[src/rtl/ex_muldiv_unit_if.sv]
// Operand/result bundle between the EX stage and the RV32M multiply/divide unit.
interface ex_muldiv_unit_if #(
    parameter int XLEN = 32
);
    logic            start;
    logic            flush;
    logic [2:0]      op;
    logic [XLEN-1:0] rs1_data;
    logic [XLEN-1:0] rs2_data;
    logic [4:0]      rd_in;
    logic            stall_req;
    logic            done;
    logic [XLEN-1:0] result;
    logic [4:0]      rd_out;

    modport master (
        output start, flush, op, rs1_data, rs2_data, rd_in,
        input  stall_req, done, result, rd_out
    );

    modport slave (
        input  start, flush, op, rs1_data, rs2_data, rd_in,
        output stall_req, done, result, rd_out
    );
endinterface

[src/rtl/ex_muldiv_unit.sv]
// Iterative RV32M multiply/divide unit: shift-add multiply, restoring divide.
// Define MULDIV_FAST_MUL_EN to replace the iterative multiply with a one-cycle product.
module ex_muldiv_unit #(
    parameter int XLEN  = 32,
    parameter int CNT_W = 6
) (
    input logic             clk,
    input logic             rst,
    ex_muldiv_unit_if.slave bus
);
    localparam int W2 = 2 * XLEN;

    typedef enum logic [1:0] {IDLE, MUL, DIV, DONE} state_t;

    state_t          state, next_state;
    logic [2:0]      op_q;
    logic [4:0]      rd_q, rd_out_q;
    logic [XLEN-1:0] a_q, b_q, result_q;
    logic [W2-1:0]   acc;
    logic [CNT_W-1:0] cnt;
    logic            neg_q, rem_neg_q;

    logic            accept, a_signed, b_signed, a_neg, b_neg;
    logic [XLEN-1:0] a_mag, b_mag;
    logic            div_zero, div_ovf, special;
    logic [XLEN-1:0] special_res;
    logic            last, mul_last;
    logic [W2-1:0]   mul_next, mul_fin;
    logic [XLEN-1:0] mul_res;
    logic [XLEN:0]   partial;
    logic            ge;
    logic [XLEN-1:0] new_rem, quo_fin, rem_fin, div_res;
    logic [W2-1:0]   div_next;
`ifndef MULDIV_FAST_MUL_EN
    logic [XLEN:0]   mul_sum;
`endif

    always_comb begin
        accept   = (state == IDLE) && bus.start && !bus.flush && !rst;
        a_signed = !bus.op[0] || (bus.op == 3'd1);
        b_signed = bus.op[2] ? !bus.op[0] : !bus.op[1];
        a_neg    = a_signed && bus.rs1_data[XLEN-1];
        b_neg    = b_signed && bus.rs2_data[XLEN-1];
        a_mag    = a_neg ? -bus.rs1_data : bus.rs1_data;
        b_mag    = b_neg ? -bus.rs2_data : bus.rs2_data;

        div_zero = (bus.rs2_data == '0);
        div_ovf  = !bus.op[0] && (bus.rs1_data == {1'b1, {(XLEN-1){1'b0}}})
                   && (bus.rs2_data == '1);
        special  = bus.op[2] && (div_zero || div_ovf);
        if (div_zero)
            special_res = bus.op[1] ? bus.rs1_data : '1;
        else
            special_res = bus.op[1] ? '0 : {1'b1, {(XLEN-1){1'b0}}};

        last = (cnt == CNT_W'(XLEN - 1));
`ifdef MULDIV_FAST_MUL_EN
        mul_last = 1'b1;
        mul_next = {{XLEN{1'b0}}, a_q} * {{XLEN{1'b0}}, b_q};
`else
        // Right-shifting accumulator: product bits settle into the low half.
        mul_last = last;
        mul_sum  = {1'b0, acc[W2-1:XLEN]} + (b_q[0] ? {1'b0, a_q} : '0);
        mul_next = {mul_sum, acc[XLEN-1:1]};
`endif
        mul_fin = neg_q ? -mul_next : mul_next;
        mul_res = (op_q == 3'd0) ? mul_fin[XLEN-1:0] : mul_fin[W2-1:XLEN];

        // Upper half holds the partial remainder, lower half collects quotient bits.
        partial  = {acc[W2-1:XLEN], a_q[XLEN-1]};
        ge       = (partial >= {1'b0, b_q});
        new_rem  = ge ? XLEN'(partial - {1'b0, b_q}) : partial[XLEN-1:0];
        div_next = {new_rem, acc[XLEN-2:0], ge};
        quo_fin  = neg_q ? -div_next[XLEN-1:0] : div_next[XLEN-1:0];
        rem_fin  = rem_neg_q ? -new_rem : new_rem;
        div_res  = op_q[1] ? rem_fin : quo_fin;
    end

    always_ff @(posedge clk or posedge rst) begin
        if (rst)
            state <= IDLE;
        else
            state <= next_state;
    end

    always_comb begin
        next_state    = state;
        bus.stall_req = 1'b0;
        bus.done      = 1'b0;
        unique case (state)
            IDLE: begin
                if (accept) begin
                    bus.stall_req = 1'b1;
                    if (!bus.op[2])
                        next_state = MUL;
                    else
                        next_state = special ? DONE : DIV;
                end
            end
            MUL: begin
                bus.stall_req = 1'b1;
                if (bus.flush)
                    next_state = IDLE;
                else if (mul_last)
                    next_state = DONE;
            end
            DIV: begin
                bus.stall_req = 1'b1;
                if (bus.flush)
                    next_state = IDLE;
                else if (last)
                    next_state = DONE;
            end
            DONE: begin
                bus.done   = !bus.flush;
                next_state = IDLE;
            end
        endcase
    end

    always_ff @(posedge clk or posedge rst) begin
        if (rst) begin
            op_q      <= '0;
            rd_q      <= '0;
            rd_out_q  <= '0;
            a_q       <= '0;
            b_q       <= '0;
            result_q  <= '0;
            acc       <= '0;
            cnt       <= '0;
            neg_q     <= 1'b0;
            rem_neg_q <= 1'b0;
        end else begin
            unique case (state)
                IDLE: begin
                    if (accept) begin
                        op_q      <= bus.op;
                        rd_q      <= bus.rd_in;
                        a_q       <= a_mag;
                        b_q       <= b_mag;
                        neg_q     <= a_neg ^ b_neg;
                        rem_neg_q <= a_neg;
                        acc       <= '0;
                        cnt       <= '0;
                        if (special) begin
                            result_q <= special_res;
                            rd_out_q <= bus.rd_in;
                        end
                    end
                end
                MUL: begin
                    if (!bus.flush) begin
                        acc <= mul_next;
                        b_q <= b_q >> 1;
                        cnt <= cnt + CNT_W'(1);
                        if (mul_last) begin
                            result_q <= mul_res;
                            rd_out_q <= rd_q;
                        end
                    end
                end
                DIV: begin
                    if (!bus.flush) begin
                        acc <= div_next;
                        a_q <= a_q << 1;
                        cnt <= cnt + CNT_W'(1);
                        if (last) begin
                            result_q <= div_res;
                            rd_out_q <= rd_q;
                        end
                    end
                end
                DONE: ;
            endcase
        end
    end

    assign bus.result = result_q;
    assign bus.rd_out = rd_out_q;
endmodule

[src/flat_wrapper.sv]
// flat-port wrapper written by rule: the top's interface ports become plain ports
module ex_muldiv_unit_flat 
#(
    parameter int XLEN  = 32,
    parameter int CNT_W = 6
)
  (clk, rst, bus_start, bus_flush, bus_op, bus_rs1_data, bus_rs2_data, bus_rd_in, bus_stall_req, bus_done, bus_result, bus_rd_out);
  ex_muldiv_unit_if #(.XLEN(XLEN)) bus_i ();
  input logic clk;
  input logic rst;
  input wire logic [$bits(bus_i.start)-1:0] bus_start;
  input wire logic [$bits(bus_i.flush)-1:0] bus_flush;
  input wire logic [$bits(bus_i.op)-1:0] bus_op;
  input wire logic [$bits(bus_i.rs1_data)-1:0] bus_rs1_data;
  input wire logic [$bits(bus_i.rs2_data)-1:0] bus_rs2_data;
  input wire logic [$bits(bus_i.rd_in)-1:0] bus_rd_in;
  output wire logic [$bits(bus_i.stall_req)-1:0] bus_stall_req;
  output wire logic [$bits(bus_i.done)-1:0] bus_done;
  output wire logic [$bits(bus_i.result)-1:0] bus_result;
  output wire logic [$bits(bus_i.rd_out)-1:0] bus_rd_out;
  assign bus_i.start = bus_start;
  assign bus_i.flush = bus_flush;
  assign bus_i.op = bus_op;
  assign bus_i.rs1_data = bus_rs1_data;
  assign bus_i.rs2_data = bus_rs2_data;
  assign bus_i.rd_in = bus_rd_in;
  assign bus_stall_req = bus_i.stall_req;
  assign bus_done = bus_i.done;
  assign bus_result = bus_i.result;
  assign bus_rd_out = bus_i.rd_out;
  ex_muldiv_unit #(.XLEN(XLEN), .CNT_W(CNT_W)) u_core (.clk(clk), .rst(rst), .bus(bus_i));
endmodule
[config.mk]
export PLATFORM = sky130hd
export DESIGN_NAME = ex_muldiv_unit_flat
export DESIGN_NICKNAME = d
export VERILOG_FILES = /design/src/rtl/ex_muldiv_unit_if.sv /design/src/rtl/ex_muldiv_unit.sv /design/src/flat_wrapper.sv
export SDC_FILE = /design/constraint.sdc
export NUM_CORES = 1
export LEC_CHECK = 0
export ABC_CLOCK_PERIOD_IN_PS = 14300
export BUFFER_PORTS_ARGS = -buffer_cell sky130_fd_sc_hd__buf_4
export CORE_MARGIN = 4
export CORE_UTILIZATION = 50
export CTS_CLUSTER_DIAMETER = 150
export CTS_CLUSTER_SIZE = 20
export DETAILED_ROUTE_END_ITERATION = 8
export GPL_TIMING_DRIVEN = 0
export MAX_ROUTING_LAYER = met4
export PLACE_DENSITY_LB_ADDON = 0.3
export SLEW_MARGIN = 25
export SYNTH_ARGS = -nofsm -noshare
export SYNTH_HDL_FRONTEND = slang
export SYNTH_SLANG_ARGS = --single-unit
[constraint.sdc]
create_clock -name clk -period 14.3 [get_ports clk]
set_input_delay 2.145 -clock clk [delete_from_list [all_inputs] [get_ports clk]]
set_output_delay 2.145 -clock clk [all_outputs]
set_load 0.01 [all_outputs]
==> impl_metrics.yaml <==
cells_and_area:
  area_growth_pct: 12.2
  multi_input_area_um2: 13300
  drive_gt1_share_pct: 8.87
  fillers: 3470
  seq_area_um2: 4580
  num-nets-final: 2870
hold_path:
  min_path_type: "register to register"
clock_network:
  cts_root_buf: "clkbuf_16"
  htree_levels: 4
  clk_pin_slew_ns: 0.08
  clock_latency_ns: 0.48
  cts_resized: 0
  cts_setup_buffers: 0
  cts_tree: "built"
  cts.sinks: 183
  cts_buffers: 17
  cts_buffer_depth: 2
  ctsHoldBuffers: 0
floorplanning:
  die_area_um2: 40800
  die_w_um: 202
  start_util_pct: 51.0
  io_pins: 115
  fp-row-count: 70
  core_um2: 36900
  die_h_um: 202
global_route:
  track_usage_pct: 44.0
  grt-ovfl-total: 0
  grt_max_degree: 101
  grt_pass1_wl_mm: 132
  first_global_vias: 20392
  antenna_found_initial: 3
yosys:
  synth-main-ff-cell: "dfrtp_1"
  yosys-top-cells-count: "387 x nand2_1, 295 x o21ai_0, 221 x a21oi_1"
  synthCells: 2577
  synth_area_leaders: "dfrtp_1 24%, o21ai_0 7.9%, nand2_1 7.7%"
  ys_seq_area_share_pct: 24.4
  synthArstFlopShare_pct: 100
  ys_ff_latch: 183
  yosys.area.top_type: "dfrtp_1"
  yosysWarnings: 0
  synth_cell_types: 93
  syn_nets: 2733
  synth_edf_count: 0
  netlist_area_um2: 18800
  avgSynthCellArea_um2: 7.29
  synth_most_common_cell: "nand2_1"
  synth_top_area_share_pct: 24.4
setup_path:
  r2r_setup_slack_ns: 6.95
  crit_fanout: 10
  cp_slowest_cell: "o31ai_1"
  r2r_end: "u_core.bus.result[12]"
  timing_worst_setup_path_type: "register to register"
  slowest_delay_ns: 0.67
  cp.required_ns: 14.67
  cp.arrival_ns: 7.72
  path_cells: "ha_1 > clkbuf_1 > a21oi_1 > o21ai_0 > a21o_1 > a211oi_1 > nand3_2 > inv_2 > clkbuf_1 > buf_1 > clkbuf_1 > buf_1 > ha_1 > inv_1 > nand2_1 > nand2_1 > xnor2_1 > nor2_1 > o31ai_1 > a311oi_1 > a21o_1"
  worst-r2r-cell-count: 21
  critPathTopFamily: "buffers and inverters"
  endpoint: "u_core.bus.result[12]"
  crit_cells: 21
  reg2reg_from: "u_core.acc[47]"
  start_kind: "register"
  startpoint: "u_core.acc[47]"
  worst_setup_path_end_kind: "register"
  cpMostUsedCell: "clkbuf_1"
  critPathBufInv: 7
placement:
  portBuffers: 114
  gp_congestion: 1.09
  hpwl_mm: 71.6
routing:
  drc: 0
  drt_iter0_markers: 2900
  via_per_inst: 6.74
  vias: 21781
  wire_per_inst_um: 27.8
  wl_mm: 90.0
  postRouteAntennaNets: 0
  drt_pre_antenna_iters: 9
timing:
  fmax_mhz: 136
  finalHoldViolations: 0
  setup_viol: 0
  slew_viol_final: 0
  rsz0062_at_grt: "false"
  fin_setup_tns_ns: 0
  fin_crit_sh_pct: 51.4
  worst_pin_slew_ns: 1.22
  fin_skew_ns: 0.0154
  fin_crit_ns: 7.35
  relSlewSlack_pct: 18.9
run_status:
  status: "finished clean"
job:
  maxCapViolations: 0
-- cells in the final DEF, fill, tap and decap left out, drive strengths merged, types with 9 or more instances in the layout --
cell	synthesis	routed
inv	83	89
o41ai	18	18
dfrtp	183	183
nand2b	16	16
mux2	17	17
nor2b	11	11
o21a	16	16
nor4	27	27
or2	14	14
clkbuf	139	156
a31oi	20	20
buf	41	159
mux2i	28	28
o221ai	9	9
o21ai	303	303
xor2	87	87
a22o	30	30
o31ai	48	48
nand2	388	388
a22oi	29	29
nand4	33	33
ha	78	78
a21oi	223	223
nand3	37	37
nor3	46	46
a21o	29	29
o211ai	40	40
xnor2	109	109
a311oi	9	9
and3	12	12
nor2	190	190
a211oi	18	18
and2	49	49
or3	36	36
or4	20	20
-- state kept, by name (all words and copies together) (netlist names), 3 cells and up --
signal             count
u_core.cnt             6
u_core.bus.result     32
u_core.rd_q            5
u_core.op_q            3
u_core.acc            64
u_core.a_q            32
u_core.b_q            32
u_core.bus.rd_out      5
-- layout make-up --
| class | instances | share of cell area [%] |
|---|---|---|
| clock inverter | 15 | 1.12 |
| sequential | 183 | 21.7 |
| multi-input combinational | 2130 | 62.9 |
| clock buffer | 17 | 2.02 |
| timing repair buffer | 118 | 4.27 |
| inverter | 84 | 1.53 |
| buffer | 180 | 3.40 |
| antenna | 3 | 0.0356 |
| tap | 504 | 2.99 |
-- worst min path at each step --
| stage | startpoint | endpoint | slack [ns] | cells past startpoint |
|---|---|---|---|---|
| final | u_core.bus.result[12] | u_core.bus.result[12] | 0.50 | 1 |
| after detailed placement | u_core.bus.result[13] | u_core.bus.result[13] | 0.48 | 2 |
| after global routing | u_core.bus.result[12] | u_core.bus.result[12] | 0.52 | 1 |
| after global placement | u_core.bus.result[7] | u_core.bus.result[7] | 0.47 | 1 |
| after CTS | u_core.bus.result[13] | u_core.bus.result[13] | 0.49 | 2 |
| after floorplan | u_core.a_q[30] | u_core.a_q[30] | 0.46 | 2 |
-- stage by stage --
stage	cell area (um^2)	util, %	instances	hold WS [ns]	setup WS [ns]
after floorplan	18800	-	2577	0.463	4.81
after global placement	20300	55.0	3195	0.469	2.66
after detailed placement	20400	55.4	3199	0.477	7.39
after CTS	21100	57.1	3231	0.494	7.34
after global routing	21100	57.2	3233	0.516	6.85
final	21100	57.2	3234	0.495	6.95
-- worst register-to-register path: stages (launching register included) --
cell and delay [ns]:
dfrtp_1 0.53, ha_1 0.35, clkbuf_1 0.19, a21oi_1 0.22, o21ai_0 0.23, a21o_1 0.26
a211oi_1 0.46, nand3_2 0.18, inv_2 0.16, clkbuf_1 0.44, buf_1 0.53, clkbuf_1 0.44
buf_1 0.54, ha_1 0.51, inv_1 0.26, nand2_1 0.25, nand2_1 0.11, xnor2_1 0.31
nor2_1 0.10, o31ai_1 0.67, a311oi_1 0.30, a21o_1 0.22
-- per-layer routing --
metal / vias to the layer above / routed length, um / part of all wire (%) / track usage (%)
li1: 9620 / - / - / -
met1: 10343 / 34300 / 38 / 55.3
met2: 1460 / 38100 / 42 / 63.4
met3: 358 / 10600 / 12 / 12.2
met4: 0 / 7000 / 7.8 / 26.0
met5: - / 0 / 0 / -
-- cells by family (layout without fill, tap and decap cells) --
| logic type | after synthesis | count (layout) | share of synthesized area [%] |
|---|---|---|---|
| and+or+nand+nor | 920 | 920 | 23.3 |
| AOI/OAI and AO/OA | 889 | 889 | 29.8 |
| buffers and inverters | 264 | 414 | 5.49 |
| xor gates and xnor gates | 196 | 196 | 9.13 |
| DFF | 183 | 183 | 24.4 |
| adders and majority gates | 80 | 80 | 5.41 |
| muxes | 45 | 45 | 2.51 |
| other | 0 | 3 | 0 |
Power is not shown: default switching activity piles up to over one toggle a cycle in this logic, so the estimate is an artifact.
